**config.mk**
```make
export PLATFORM = sky130hd
export DESIGN_NAME = pipe_ctrl
export DESIGN_NICKNAME = d
export VERILOG_FILES = /design/src/rtl/pipe_ctrl.sv
export SDC_FILE = /design/constraint.sdc
export NUM_CORES = 1
export LEC_CHECK = 0
export CAP_MARGIN = 20
export CORE_MARGIN = 5
export CORE_UTILIZATION = 40
export DETAILED_ROUTE_END_ITERATION = 8
export HOLD_SLACK_MARGIN = 0.03
export PLACE_DENSITY = 0.82
export SETUP_SLACK_MARGIN = 0.5
export SYNTH_ARGS = -nofsm -noshare
export SYNTH_HDL_FRONTEND = slang
export SYNTH_SLANG_ARGS = --single-unit
```
**constraint.sdc**
```tcl
create_clock -name clk -period 2.8 [get_ports clk]
set_input_delay 0.56 -clock clk [delete_from_list [all_inputs] [get_ports clk]]
set_output_delay 0.56 -clock clk [all_outputs]
set_load 0.05 [all_outputs]
```
**src/rtl/pipe_ctrl.sv**
```systemverilog
// Stall/flush controller for the dual-issue 5-stage pipeline: per-stage enable/clear, divider occupancy, post-exception flush.
// Outputs are combinational from registered state/cnt and current inputs; priority exc > mem > div > load-use > fetch.
module pipe_ctrl #(
  parameter int DIV_LAT = 32
) (
  input  logic clk,
  input  logic rst,
  input  logic i_stall,
  input  logic D_load_use,
  input  logic E_div_start,
  input  logic M_mem_req,
  input  logic d_ready,
  input  logic M_except_master,
  input  logic M_except_slave,
  output logic F_ena,
  output logic D_ena,
  output logic E_ena,
  output logic M_ena,
  output logic D_clear,
  output logic E_clear,
  output logic M_clear,
  output logic W_ena1,
  output logic W_ena2,
  output logic W_clear1,
  output logic W_clear2,
  output logic div_busy,
  output logic div_done,
  output logic div_cancel,
  output logic pc_redirect
);

  localparam int CW = (DIV_LAT > 2) ? $clog2(DIV_LAT) : 1;
  localparam logic [CW-1:0] CNT_LOAD = CW'(DIV_LAT - 2);

  typedef enum logic [1:0] {
    IDLE     = 2'd0,
    DIV_WAIT = 2'd1,
    FLUSH    = 2'd2
  } state_t;

  state_t        state, state_n;
  logic [CW-1:0] cnt, cnt_n;
  logic          exc, mem_stall, div_stall;

  always_ff @(posedge clk) begin
    if (rst) begin
      state <= IDLE;
      cnt   <= '0;
    end else begin
      state <= state_n;
      cnt   <= cnt_n;
    end
  end

  always_comb begin
    F_ena       = 1'b1;
    D_ena       = 1'b1;
    E_ena       = 1'b1;
    M_ena       = 1'b1;
    D_clear     = 1'b0;
    E_clear     = 1'b0;
    M_clear     = 1'b0;
    W_ena1      = 1'b1;
    W_ena2      = 1'b1;
    W_clear1    = 1'b0;
    W_clear2    = 1'b0;
    div_busy    = (state == DIV_WAIT);
    div_done    = 1'b0;
    div_cancel  = 1'b0;
    pc_redirect = 1'b0;
    state_n     = state;
    cnt_n       = cnt;

    exc       = M_except_master | M_except_slave;
    mem_stall = M_mem_req & ~d_ready;
    div_stall = ((state == IDLE) && E_div_start) ||
                ((state == DIV_WAIT) && (cnt != '0));

    if (exc) begin
      D_clear     = 1'b1;
      E_clear     = 1'b1;
      M_clear     = 1'b1;
      pc_redirect = 1'b1;
      W_clear2    = 1'b1;
      // A slave-only exception still lets the older master instruction commit.
      W_clear1    = M_except_master;
      div_cancel  = (state == DIV_WAIT) || E_div_start;
      state_n     = FLUSH;
      cnt_n       = '0;
    end else if (state == FLUSH) begin
      D_clear = 1'b1;
      state_n = IDLE;
    end else begin
      // The divide counter runs underneath a memory stall; release waits for it.
      if (state == DIV_WAIT) begin
        if (cnt != '0) begin
          cnt_n = cnt - CW'(1);
        end else begin
          div_done = 1'b1;
          if (!mem_stall) state_n = IDLE;
        end
      end

      if (mem_stall) begin
        F_ena    = 1'b0;
        D_ena    = 1'b0;
        E_ena    = 1'b0;
        M_ena    = 1'b0;
        W_clear1 = 1'b1;
        W_clear2 = 1'b1;
      end else if (div_stall) begin
        F_ena   = 1'b0;
        D_ena   = 1'b0;
        E_ena   = 1'b0;
        M_clear = 1'b1;
        if (state == IDLE) begin
          cnt_n   = CNT_LOAD;
          state_n = DIV_WAIT;
        end
      end else if (D_load_use) begin
        F_ena   = 1'b0;
        D_ena   = 1'b0;
        E_clear = 1'b1;
      end else if (i_stall) begin
        F_ena   = 1'b0;
        D_clear = 1'b1;
      end
    end

    if (rst) begin
      F_ena       = 1'b0;
      D_ena       = 1'b0;
      E_ena       = 1'b0;
      M_ena       = 1'b0;
      D_clear     = 1'b0;
      E_clear     = 1'b0;
      M_clear     = 1'b0;
      W_ena1      = 1'b0;
      W_ena2      = 1'b0;
      W_clear1    = 1'b0;
      W_clear2    = 1'b0;
      div_busy    = 1'b0;
      div_done    = 1'b0;
      div_cancel  = 1'b0;
      pc_redirect = 1'b0;
    end
  end

endmodule

```
==> flow_summary_export.csv <==
group,metric,value,unit
power,leakage,0.0004582,uW
die,initial_core_util,42.36,%
global_route,grt_util_met2,41.18,%
synthesis,async_flop_share,0,%
worst_setup_path,worst_setup_path_end_kind,"output port",
synthesis,synth_cell_types,33,
synthesis,ys_warn_count,0,
worst_setup_path,path_class,"reg2out",
global_route,grtUsageMet1,26.74,%
worst_setup_path,worst-r2r-cell-count,7,
sta,min_period,2.415,ns
worst_setup_path,r2r_slack,1.10,ns
synthesis,synth_top_cell_area_share,25.11,%
die,io_pins,24,
clocking,cts_made_buffers,3,
synthesis,yosys.area_share.adder,2.242,%
clocking,clock_latency,0.26,ns
synthesis,synthFlopType,"dfxtp_1",
synthesis,synth-xor-area-share,0,%
synthesis,syn_area_per_cell,7.644,um^2
clocking,h-tree-depth,1,
global_route,grt_usage,24.60,%
synthesis,synth_common_cells,"a21oi_1, dfxtp_1, nor2_1",
worst_setup_path,cp-start-kind,"flip-flop",
sta,setup_violations,0,
die,die-height,47.35,um
global_route,grt_max_degree,10,
place,dp_slack,0.2282,ns
clocking,cts_sinks,7,
job,cap_violations,0,
sta,worstMarginPinSlew,0.4007,ns
synthesis,yosys_register_bits,7,
die,num_rows,13,
synthesis,synth_edf_count,0,
worst_hold_path,whs_path_depth,2,
clocking,cts_tree,"built",
die,dieWidth,47.35,um
sta,setup_ws,0.3850,ns
place,gp_congestion,0.7697,
layout,drive_gt1_share,54.95,%
sta,max_freq,414.1,MHz
place,numPortBuffers,23,
die,core-area,1318,um^2
synthesis,synth_area_leaders,"dfxtp_1, a21oi_1, nand2b_1",
sta,slew_headroom,73.17,%
layout,area_growth,102.5,%
clocking,clkTransAtPathRegs,0.05,ns
route,via_per_inst,6.048,
route,drc,0,
power,power_density,341.3,nW/um^2
layout,antenna_cells,0,
synthesis,synthMuxAreaShare,0,%
global_route,grt_use_met3,7.280,%
synthesis,synth_top_family_by_area,"simple AND/OR/NAND/NOR gates",
route,vias,762,
layout,fin_nets,122,
sta,slew_violations,0,
worst_setup_path,worst_r2r_endpoint,"state[0]$_SDFF_PP0_",
synthesis,netlist_area,558.0,um^2
route,drtPass1Iterations,4,
die,dieArea,2242,um^2
global_route,first_global_vias,797,
sta,clock_skew,0.005315,ns
global_route,grt_busiest_layer,"met2",
clocking,clock_path_buffers,2,
worst_setup_path,r2r_start,"cnt[0]$_SDFFE_PP0N_",
worst_hold_path,min_from,"cnt[4]$_SDFFE_PP0N_",
worst_setup_path,crit_arrival,1.86,ns
worst_setup_path,cp.required,2.24,ns
place,dp_hpwl,1412,um
clocking,clockRootBuffer,"clkbuf_4",
synthesis,syn-num-nets,83,
sta,fin_setup_tns,0,ns
clocking,hold_buffers,0,
route,routedWlPerCell,19.13,um
synthesis,synth_compound_area_share,31.17,%
synthesis,syn_inst,73,
synthesis,synth_seq_area_share,25.11,%
worst_hold_path,whs_endpoint,"cnt[4]$_SDFFE_PP0N_",
sta,fin_crit_sh,86.25,%
synthesis,yosys.area.top_type,"dfxtp_1",
global_route,overflow,0,
route,antenna_left,0,
global_route,grt_pass1_wl,3746,um
worst_setup_path,crit_fanout,5,
synthesis,yosys.area_share.simple,34.53,%
sta,hold_viol_final,0,
route,drt_iter0_drc,16,
global_route,antenna_found_initial,0,
synthesis,yosysMostFrequentCell,"a21oi_1",
route,routed_wl,2410,um
sta,rsz0062_at_grt,"yes",
worst_hold_path,hp-class,"reg2reg",
outcome,status,"complete, no violations",
power,peakVddDrop,0.2165,mV
worst max-delay path, cell delays in order (launching register included):
cell	delay, ns
dfxtp_2	0.32
inv_2	0.08
ha_4	0.13
nor4b_4	0.35
o2111ai_2	0.27
a21oi_2	0.26
buf_6	0.18
through the flow:
stage          cells  hold slack (ns)  util (%)  cell area, um^2  power [uW]
2_1_floorplan     73           0.4815         -            583.1       195.7
3_3_place_gp     109           0.5068     69.71            918.4       259.4
3_5_place_dp     109           0.5194     69.71            918.4       261.7
4_1_cts          126           0.5413     85.09             1121       380.8
5_1_grt          126           0.5491     85.76             1130       402.5
6_report         126           0.5385     85.76             1130       385.6
kinds of logic after synthesis:
logic type / Yosys count
and+or+nand+nor: 30
adders and majority gates: 1
DFF: 7
AOI/OAI and AO/OA: 26
buffers and inverters: 9
worst max path at each step:
stage / from / endpoint
floorplan: cnt[0]$_SDFFE_PP0N_ / D_ena
global placement: E_div_start / F_ena
detailed placement: E_div_start / F_ena
CTS: cnt[1]$_SDFFE_PP0N_ / D_clear
global route: cnt[1]$_SDFFE_PP0N_ / D_ena
finish: cnt[0]$_SDFFE_PP0N_ / D_ena
final cells by class:
type	instances	area, um^2
flip-flops and latches	7	142.6
fillers	71	187.7
clock buffers	4	26.28
repair buffers	39	445.4
inverters	4	18.77
well taps	15	18.77
multi-input cells	57	478.0
layer usage:
metal | up-vias | routed length [um]
li1 | 347 | -
met1 | 357 | 896
met2 | 43 | 1205
met3 | 15 | 215
met4 | 0 | 92
met5 | - | 0
power by group:
part | switching (uW) | internal, uW
clock | 40.5 | 54.6
combinational | 102 | 81.5
sequential | 5.05 | 102
total | 147 | 238
registers in the layout, indices dropped and copies added, names as in the netlist:
signal / cells
cnt: 5
state: 2
cell usage in the layout (no fill, tap or decap), types with 2 or more instances in the layout:
cell             count
buf_12              10
nand2_1              4
buf_6                4
nor2_1               4
a21oi_1              4
dfxtp_2              2
o21a_1               2
clkdlybuf4s50_1      2
buf_4               17
inv_2                2
a31oi_1              4
a21oi_2              4
dfxtp_1              5
clkbuf_4             3
nand3_1              2
dlygate4sd2_1        6
nand2b_1             4
o22ai_2              2
repair_timing:
action / CTS / global route
setup endpoints to repair: 10 / 7
resized for setup: 29 / 2
pin swaps: 10 / 2
setup buffers: 13 / 0
No activity file was read; power rests on OpenSTA's default activity.
